===== config.mk =====
export PLATFORM = sky130hd
export DESIGN_NAME = seven_seg_scanner
export DESIGN_NICKNAME = d
export VERILOG_FILES = /design/src/rtl/seven_seg_scanner.sv
export SDC_FILE = /design/constraint.sdc
export NUM_CORES = 1
export LEC_CHECK = 0
export CAP_MARGIN = 20
export CORE_UTILIZATION = 34
export DETAILED_ROUTE_END_ITERATION = 10
export HOLD_SLACK_MARGIN = 0.15
export REMOVE_ABC_BUFFERS = 1
export SLEW_MARGIN = 10
export SYNTH_ARGS = -nofsm -noshare
export SYNTH_HDL_FRONTEND = slang
export SYNTH_SLANG_ARGS = --single-unit

===== constraint.sdc =====
create_clock -name clk -period 4.9 [get_ports clk]
set_input_delay 1.47 -clock clk [delete_from_list [all_inputs] [get_ports clk]]
set_output_delay 1.47 -clock clk [all_outputs]
set_load 0.01 [all_outputs]

===== src/rtl/seven_seg_scanner.sv =====
// Time-multiplexed driver for a 4-digit common-anode 7-segment display.
// The 16-bit value is shown as hex digits; inputs are latched once per frame.
module seven_seg_scanner #(
    parameter int REFRESH_DIV = 50000,
    parameter int GUARD       = 64
) (
    input  logic        clk,
    input  logic        rst,
    input  logic        enable,
    input  logic [15:0] value,
    input  logic [3:0]  dp,
    input  logic [3:0]  blank,
    output logic [3:0]  anode,
    output logic [7:0]  cathode,
    output logic        frame_done
);

    localparam int CNT_W = $clog2(REFRESH_DIV);
    localparam logic [CNT_W-1:0] CNT_MAX = CNT_W'(REFRESH_DIV - 1);
    localparam logic [CNT_W-1:0] GUARD_C = CNT_W'(GUARD);

    function automatic logic [6:0] hexseg(input logic [3:0] nib);
        logic [6:0] seg;
        case (nib)
            4'h0: seg = 7'h3F;
            4'h1: seg = 7'h06;
            4'h2: seg = 7'h5B;
            4'h3: seg = 7'h4F;
            4'h4: seg = 7'h66;
            4'h5: seg = 7'h6D;
            4'h6: seg = 7'h7D;
            4'h7: seg = 7'h07;
            4'h8: seg = 7'h7F;
            4'h9: seg = 7'h6F;
            4'hA: seg = 7'h77;
            4'hB: seg = 7'h7C;
            4'hC: seg = 7'h39;
            4'hD: seg = 7'h5E;
            4'hE: seg = 7'h79;
            default: seg = 7'h71;
        endcase
        return seg;
    endfunction

    logic [CNT_W-1:0] cnt_q, cnt_d;
    logic [1:0]       digit_q, digit_d;
    logic [15:0]      shadow_value_q, shadow_value_d;
    logic [3:0]       shadow_dp_q, shadow_dp_d;
    logic [3:0]       shadow_blank_q, shadow_blank_d;
    logic [3:0]       anode_q, anode_d;
    logic [7:0]       cathode_q, cathode_d;
    logic             frame_done_q, frame_done_d;

    logic             tick;
    logic             wrap;
    logic [3:0]       nib;

    always_comb begin
        cnt_d          = cnt_q;
        digit_d        = digit_q;
        shadow_value_d = shadow_value_q;
        shadow_dp_d    = shadow_dp_q;
        shadow_blank_d = shadow_blank_q;
        anode_d        = 4'hF;
        cathode_d      = 8'hFF;
        frame_done_d   = 1'b0;
        tick           = (cnt_q == CNT_MAX);
        wrap           = tick && (digit_q == 2'd3);
        nib            = shadow_value_q[{digit_q, 2'b00} +: 4];

        if (enable) begin
            cnt_d = tick ? '0 : cnt_q + CNT_W'(1);
            if (tick) begin
                digit_d = digit_q + 2'd1;
            end
            // Latch new inputs only at the frame boundary so a frame never mixes values.
            if (wrap) begin
                shadow_value_d = value;
                shadow_dp_d    = dp;
                shadow_blank_d = blank;
            end
            frame_done_d = wrap;
            // Outputs reflect the pre-update state and the pre-capture shadow.
            if (cnt_q >= GUARD_C && !shadow_blank_q[digit_q]) begin
                anode_d[digit_q] = 1'b0;
                cathode_d        = {~shadow_dp_q[digit_q], ~hexseg(nib)};
            end
        end
    end

    always_ff @(posedge clk) begin
        if (rst) begin
            cnt_q          <= '0;
            digit_q        <= 2'd0;
            shadow_value_q <= 16'h0000;
            shadow_dp_q    <= 4'h0;
            shadow_blank_q <= 4'hF;
            anode_q        <= 4'hF;
            cathode_q      <= 8'hFF;
            frame_done_q   <= 1'b0;
        end else begin
            cnt_q          <= cnt_d;
            digit_q        <= digit_d;
            shadow_value_q <= shadow_value_d;
            shadow_dp_q    <= shadow_dp_d;
            shadow_blank_q <= shadow_blank_d;
            anode_q        <= anode_d;
            cathode_q      <= cathode_d;
            frame_done_q   <= frame_done_d;
        end
    end

    assign anode      = anode_q;
    assign cathode    = cathode_q;
    assign frame_done = frame_done_q;

endmodule


==> results.md, run 1 <==
- Max VDD drop: 0.110 mV
- Pwr Total: 738 µW
- Most frequent CP cell: and3_1
- Initial antenna violation count: 0
- Worst-path cell chain: clkdlybuf4s50_1, and3_1, and3_1, nand2_1, a211o_1
- Antenna-violating nets left: 0
- Post-route clock skew: 0.0110 ns
- Setup violators final: 0
- Reg2reg end: shadow_blank_q[0]
- Routability Congestion: 0.780
- Vias in the first global route: 2,000
- Synth Area per Inst: 9.19 µm²
- Vias: 2,110
- Worst slew margin: 57.6%
- Syn Inst Count: 289
- Count leader, synth: dfxtp_1
- FF-to-FF Start: cnt_q[10]
- Leak pwr: 0.00107 µW
- Max clock buf depth: 2
- Sequential-to-total area share from yosys stat: 41.5%
- Clock Sinks: 55
- Post-synth top area share: 41.5%
- CTS tree: built
- Post-CTS Setup Bufs: 0
- Initial DRC count: 154
- Synth-to-Final Area Change: 21.0%
- CP startpoint kind: input pin
- H-Tree Depth: 2
- Hold/Removal Path Class: reg2reg
- Outcome: finished, final reports clean
- Period minus WS final: 3.24 ns
- Drt pass-1 iters: 4
- Num CTS Buffers: 5
- Die H: 90.4 µm
- Cts hold-fix bufs: 0
- Final hold violations: 0
- Dpl hpwl: 3.71 mm
- Max FO, Critical Path: 12
- PwrDens: 230 mW/mm²
- WP data arrival: 3.44 ns
- Hold Crit Start: shadow_blank_q[0]
- DRC Markers: 0
- Worst Path Required: 5.10 ns
- Worst hold endpoint: shadow_blank_q[0]
- Layout cells sized above 1: 9.78%
- WS Path Type: in2reg
- WL/cell: 12.9 µm
- Asr flop ratio synth: 0%
- Die W: 90.4 µm
- Cell count of the worst reg-to-reg path: 4
- Placement Cell Area: 0.00310 mm²
- Distinct cells, synth: 40
- FP Rows: 31
- Main flop type after synthesis: dfxtp_1
- Number of synthesized flops with an enable pin: 0
- Post-CTS sizing: 0
- Nets@finish: 354
- First-pass GRT wire length: 9.32 mm
- Setup TNS: 0 ns
- Max Cap Viol: 0
- Hold Crit Depth: 1
- Largest net degree at the start of global routing: 31
- Synthesized cell area: 0.00266 mm²
- Final Instance Area: 0.00321 mm²
- Port bufs: 39
- DIE AREA: 0.00817 mm²
- Total Routed Length: 5.38 mm
- Synth top cells by count: dfxtp_1, nand3_1, a21oi_1, o21ai_0, clkbuf_1
- # diodes: 0
- Total grt overflow: 0
- Starting Density: 35.8%
- Total GRT Usage: 13.7%
- Synth area leader: dfxtp_1
- Vias per cell: 5.07
- Synth area leaders: dfxtp_1, ha_1, mux4_2
- Clock slew at reported path FFs: 0.10 ns
- Slowest-stage cell, CP: clkdlybuf4s50_1
- Core ar.: 0.00741 mm²
- Crit path largest cell delay: 0.62 ns
- # IOs: 40
- #FFs+latches synth: 55
- Actual slew at the worst max-slew pin: 0.632 ns
- Clock Latency Late Sink: 0.31 ns
- Root buffer cell: clkbuf_8
- Tcrit/Tclk final: 66.1%
- RSZ-0062 raised after global routing: false
- Synth warn: 0
- Fin. max-slew vios: 0
- Fmax achieved: 309 MHz
- Reg2reg setup slack: 2.65 ns
- Crit. End Element: flip-flop
==> final cells by class <==
| cell class | instances | area, µm² |
|---|---|---|
| Multi-Input combinational cell | 202 | 1430 |
| Inverter | 8 | 30.0 |
| Timing Repair Buffer | 44 | 432 |
| Clock inverter | 3 | 22.5 |
| Tap cell | 99 | 124 |
| Fill cell | 734 | 4200 |
| Sequential cell | 55 | 1100 |
| Clock buffer | 5 | 68.8 |
==> sequential cells by signal, indices dropped and copies added, names as in the netlist <==
signal,count
cathode,8
shadow_value_q,16
cnt_q,16
digit_q,2
shadow_blank_q,4
frame_done,1
shadow_dp_q,4
anode,4
==> cells in the final DEF (no fill, tap or decap), types with 2 or more instances in the layout <==
| master | instances |
|---|---|
| a21oi_1 | 24 |
| a211o_1 | 4 |
| dfxtp_1 | 55 |
| and4_1 | 2 |
| nor2_1 | 16 |
| mux4_2 | 6 |
| nand4_1 | 9 |
| nor4_1 | 2 |
| clkbuf_8 | 5 |
| mux2i_1 | 6 |
| and3_1 | 8 |
| ha_1 | 11 |
| nor3_1 | 2 |
| or3_1 | 2 |
| xnor2_1 | 7 |
| nand2_1 | 16 |
| buf_4 | 3 |
| or4_1 | 2 |
| inv_1 | 8 |
| or4_4 | 2 |
| o21ai_0 | 24 |
| xor2_1 | 8 |
| clkdlybuf4s50_1 | 39 |
| nand3_1 | 26 |
| o211ai_1 | 6 |
| mux2_2 | 5 |
==> stage by stage <==
step                      worst slack (ns)  hold slack [ns]  util, %  std cells
after floorplan                       1.94            0.430        -        265
after detailed placement              1.31            0.452     41.9        406
final                                 1.66            0.475     43.4        416
after global placement                1.35            0.443     41.9        406
after CTS                             1.64            0.477     43.1        414
after global routing                  1.49            0.489     43.4        416
==> cells by family (layout without fill, tap and decap cells) <==
kind of cell,Yosys count,in the layout,share of synthesized area [%]
buffers and inverters,32,60,4.76
muxes,17,17,9.47
xor gates and xnor gates,15,15,4.95
and+or+nand+nor,97,97,20.5
adders and majority gates,11,11,5.18
AOI/OAI and AO/OA,62,62,13.7
DFF,55,55,41.5
==> worst max path at each step <==
stage / startpoint / endpoint / slack (ns) / cells past startpoint
5_1_grt: enable / shadow_blank_q[0] / 1.49 / 5
2_1_floorplan: rst / cathode[4] / 1.94 / 2
3_3_place_gp: enable / shadow_blank_q[1] / 1.35 / 5
3_5_place_dp: enable / shadow_blank_q[1] / 1.31 / 5
6_report: enable / shadow_blank_q[0] / 1.66 / 5
4_1_cts: enable / shadow_blank_q[0] / 1.64 / 5
==> worst max-delay path, delay by kind of cell <==
| kind | cells | cell delay, ns |
|---|---|---|
| buffers and inverters | 1 | 0.62 |
| AOI/OAI and AO/OA | 1 | 0.34 |
| and+or+nand+nor | 3 | 1.01 |
==> where the power goes <==
part	switching, µW	leakage [µW]	internal (µW)
sequential	1.78	0.000444	448
combinational	11.4	0.000575	22.3
clock	152	0.0000485	103
==> layer usage <==
metal	vias to the layer above	share of wire, %	global-route usage (%)
li1	1090	-	-
met1	958	50	19.3
met2	51	45	21.3
met3	11	3.6	1.77
met4	0	2.1	5.38
met5	-	0	0
(Power assumes the default switching activity.)
==> run 2: changes to the inputs <==
- clock period: 4.9 -> 3.4 ns (I/O delays scaled with it)
==> results.md, run 2 (synthesized netlist as in run 1, its figures left out) <==
- DIE AREA: 0.00817 mm²
- H-Tree Depth: 2
- Fmax achieved: 394 MHz
- Layout Utilization: 43.6%
- Hold/Removal Path Class: reg2reg
- Initial DRC count: 82
- Leak pwr: 0.00108 µW
- Die H: 90.4 µm
- Setup TNS: 0 ns
- Setup violators final: 0
- Pwr Total: 1110 µW
- Clock slew at reported path FFs: 0.11 ns
- RSZ-0062 raised after global routing: false
- Outcome: finished, final reports clean
- Core ar.: 0.00741 mm²
- Max FO, Critical Path: 12
- Finished Layout Cells: 418
- Post-CTS sizing: 0
- Max VDD drop: 0.215 mV
- FF+latch area: 0.00110 mm²
- Area occupied by multi-input gates: 0.00143 mm²
- Reg2reg setup slack: 1.10 ns
- Hold Slack: 0.476 ns
- First-pass GRT wire length: 9.29 mm
- FP Rows: 31
- Synth-to-Final Area Change: 21.7%
- Total grt overflow: 0
- # IOs: 40
- WP data arrival: 2.75 ns
- Vias per cell: 5.11
- PwrDens: 342 mW/mm²
- Cts hold-fix bufs: 0
- DRC Markers: 0
- Worst Path Required: 3.62 ns
- Port bufs: 39
- Period minus WS final: 2.54 ns
- # placed instances: 410
- Root buffer cell: clkbuf_8
- Tcrit/Tclk final: 74.6%
- WL/cell: 13.3 µm
- CTS tree: built
- Clock Latency Late Sink: 0.32 ns
- Cell count of the worst reg-to-reg path: 5
- Vias: 2,136
- Initial antenna violation count: 0
- Fin. max-slew vios: 0
- Worst hold endpoint: shadow_blank_q[2]
- Die W: 90.4 µm
- FF-to-FF Start: digit_q[0]
- Hold Crit Start: shadow_blank_q[2]
- Largest net degree at the start of global routing: 30
- Routability Congestion: 0.769
- Layout cells sized above 1: 10.3%
- Dpl hpwl: 3.83 mm
- Num CTS Buffers: 5
- Worst slew margin: 66.9%
- Drt pass-1 iters: 4
- WS Path Type: in2reg
- Most frequent cells in the layout: dfxtp_1, clkdlybuf4s50_1, nand3_1
- Hold Crit Depth: 1
- Crit. End Element: flip-flop
- Post-CTS Setup Bufs: 0
- Nets@finish: 356
- Max Cap Viol: 0
- Vias in the first global route: 1,979
- # fillers: 728
- Total Routed Length: 5.55 mm
- Reg2reg end: cathode[0]
- Clock Sinks: 55
- # diodes: 0
- Total GRT Usage: 13.9%
- Starting Density: 35.8%
- CP startpoint kind: input pin
- Post-route clock skew: 0.00891 ns
- Final hold violations: 0
- Actual slew at the worst max-slew pin: 0.496 ns
- Max clock buf depth: 2
- Antenna-violating nets left: 0
- Most common cell after layout, fill and taps aside: dfxtp_1
-- run 2: cell types whose count changed in the layout (fill, tap and decap cells not counted) --
cell | before | now
clkbuf_4 | 1 | 0
inv_8 | 0 | 2
clkinv_4 | 1 | 0
buf_4 | 3 | 7
buf_6 | 1 | 0
clkinv_2 | 1 | 0
-- run 2: final cells by class --
class | count | area share, %
Sequential cell | 55 | 34.1
Multi-Input combinational cell | 202 | 44.4
Clock inverter | 3 | 0.968
Tap cell | 99 | 3.83
Timing Repair Buffer | 46 | 13.7
Inverter | 8 | 0.929
Clock buffer | 5 | 2.13
-- run 2: worst max-delay path, cell delays in order --
cell	delay (ns)
clkdlybuf4s50_1	0.48
and3_1	0.28
and3_1	0.45
nand2_1	0.20
a211o_1	0.32
-- run 2: layer usage --
metal	routed length (µm)	GRT usage (%)	part of all wire (%)	up-vias
met1	2780	18.6	50	995
met2	2570	22.8	46	45
met3	150	2.78	2.7	4
li1	-	-	-	1092
met5	0	0	0	-
met4	42	3.76	0.76	0
-- run 2: metrics by stage --
step	setup slack [ns]	area, µm²
5_1_grt	0.770	3230
3_3_place_gp	0.586	3130
3_5_place_dp	0.504	3130
4_1_cts	0.874	3230
2_1_floorplan	0.665	2560
6_report	0.865	3230
-- run 2: worst max-delay path by stage --
stage | start | end | cells after the start
after global routing | enable | shadow_blank_q[3] | 5
after global placement | enable | shadow_blank_q[0] | 5
after floorplan | digit_q[0] | cathode[4] | 3
after CTS | enable | shadow_blank_q[3] | 5
after detailed placement | enable | shadow_blank_q[1] | 5
final | enable | shadow_blank_q[3] | 5
-- run 2: where the power goes --
| part | total [µW] | internal (µW) | switching [µW] |
|---|---|---|---|
| sequential | 649 | 647 | 2.68 |
| clock | 407 | 159 | 249 |
| combinational | 49.7 | 32.8 | 16.9 |
| total | 1110 | 838 | 268 |
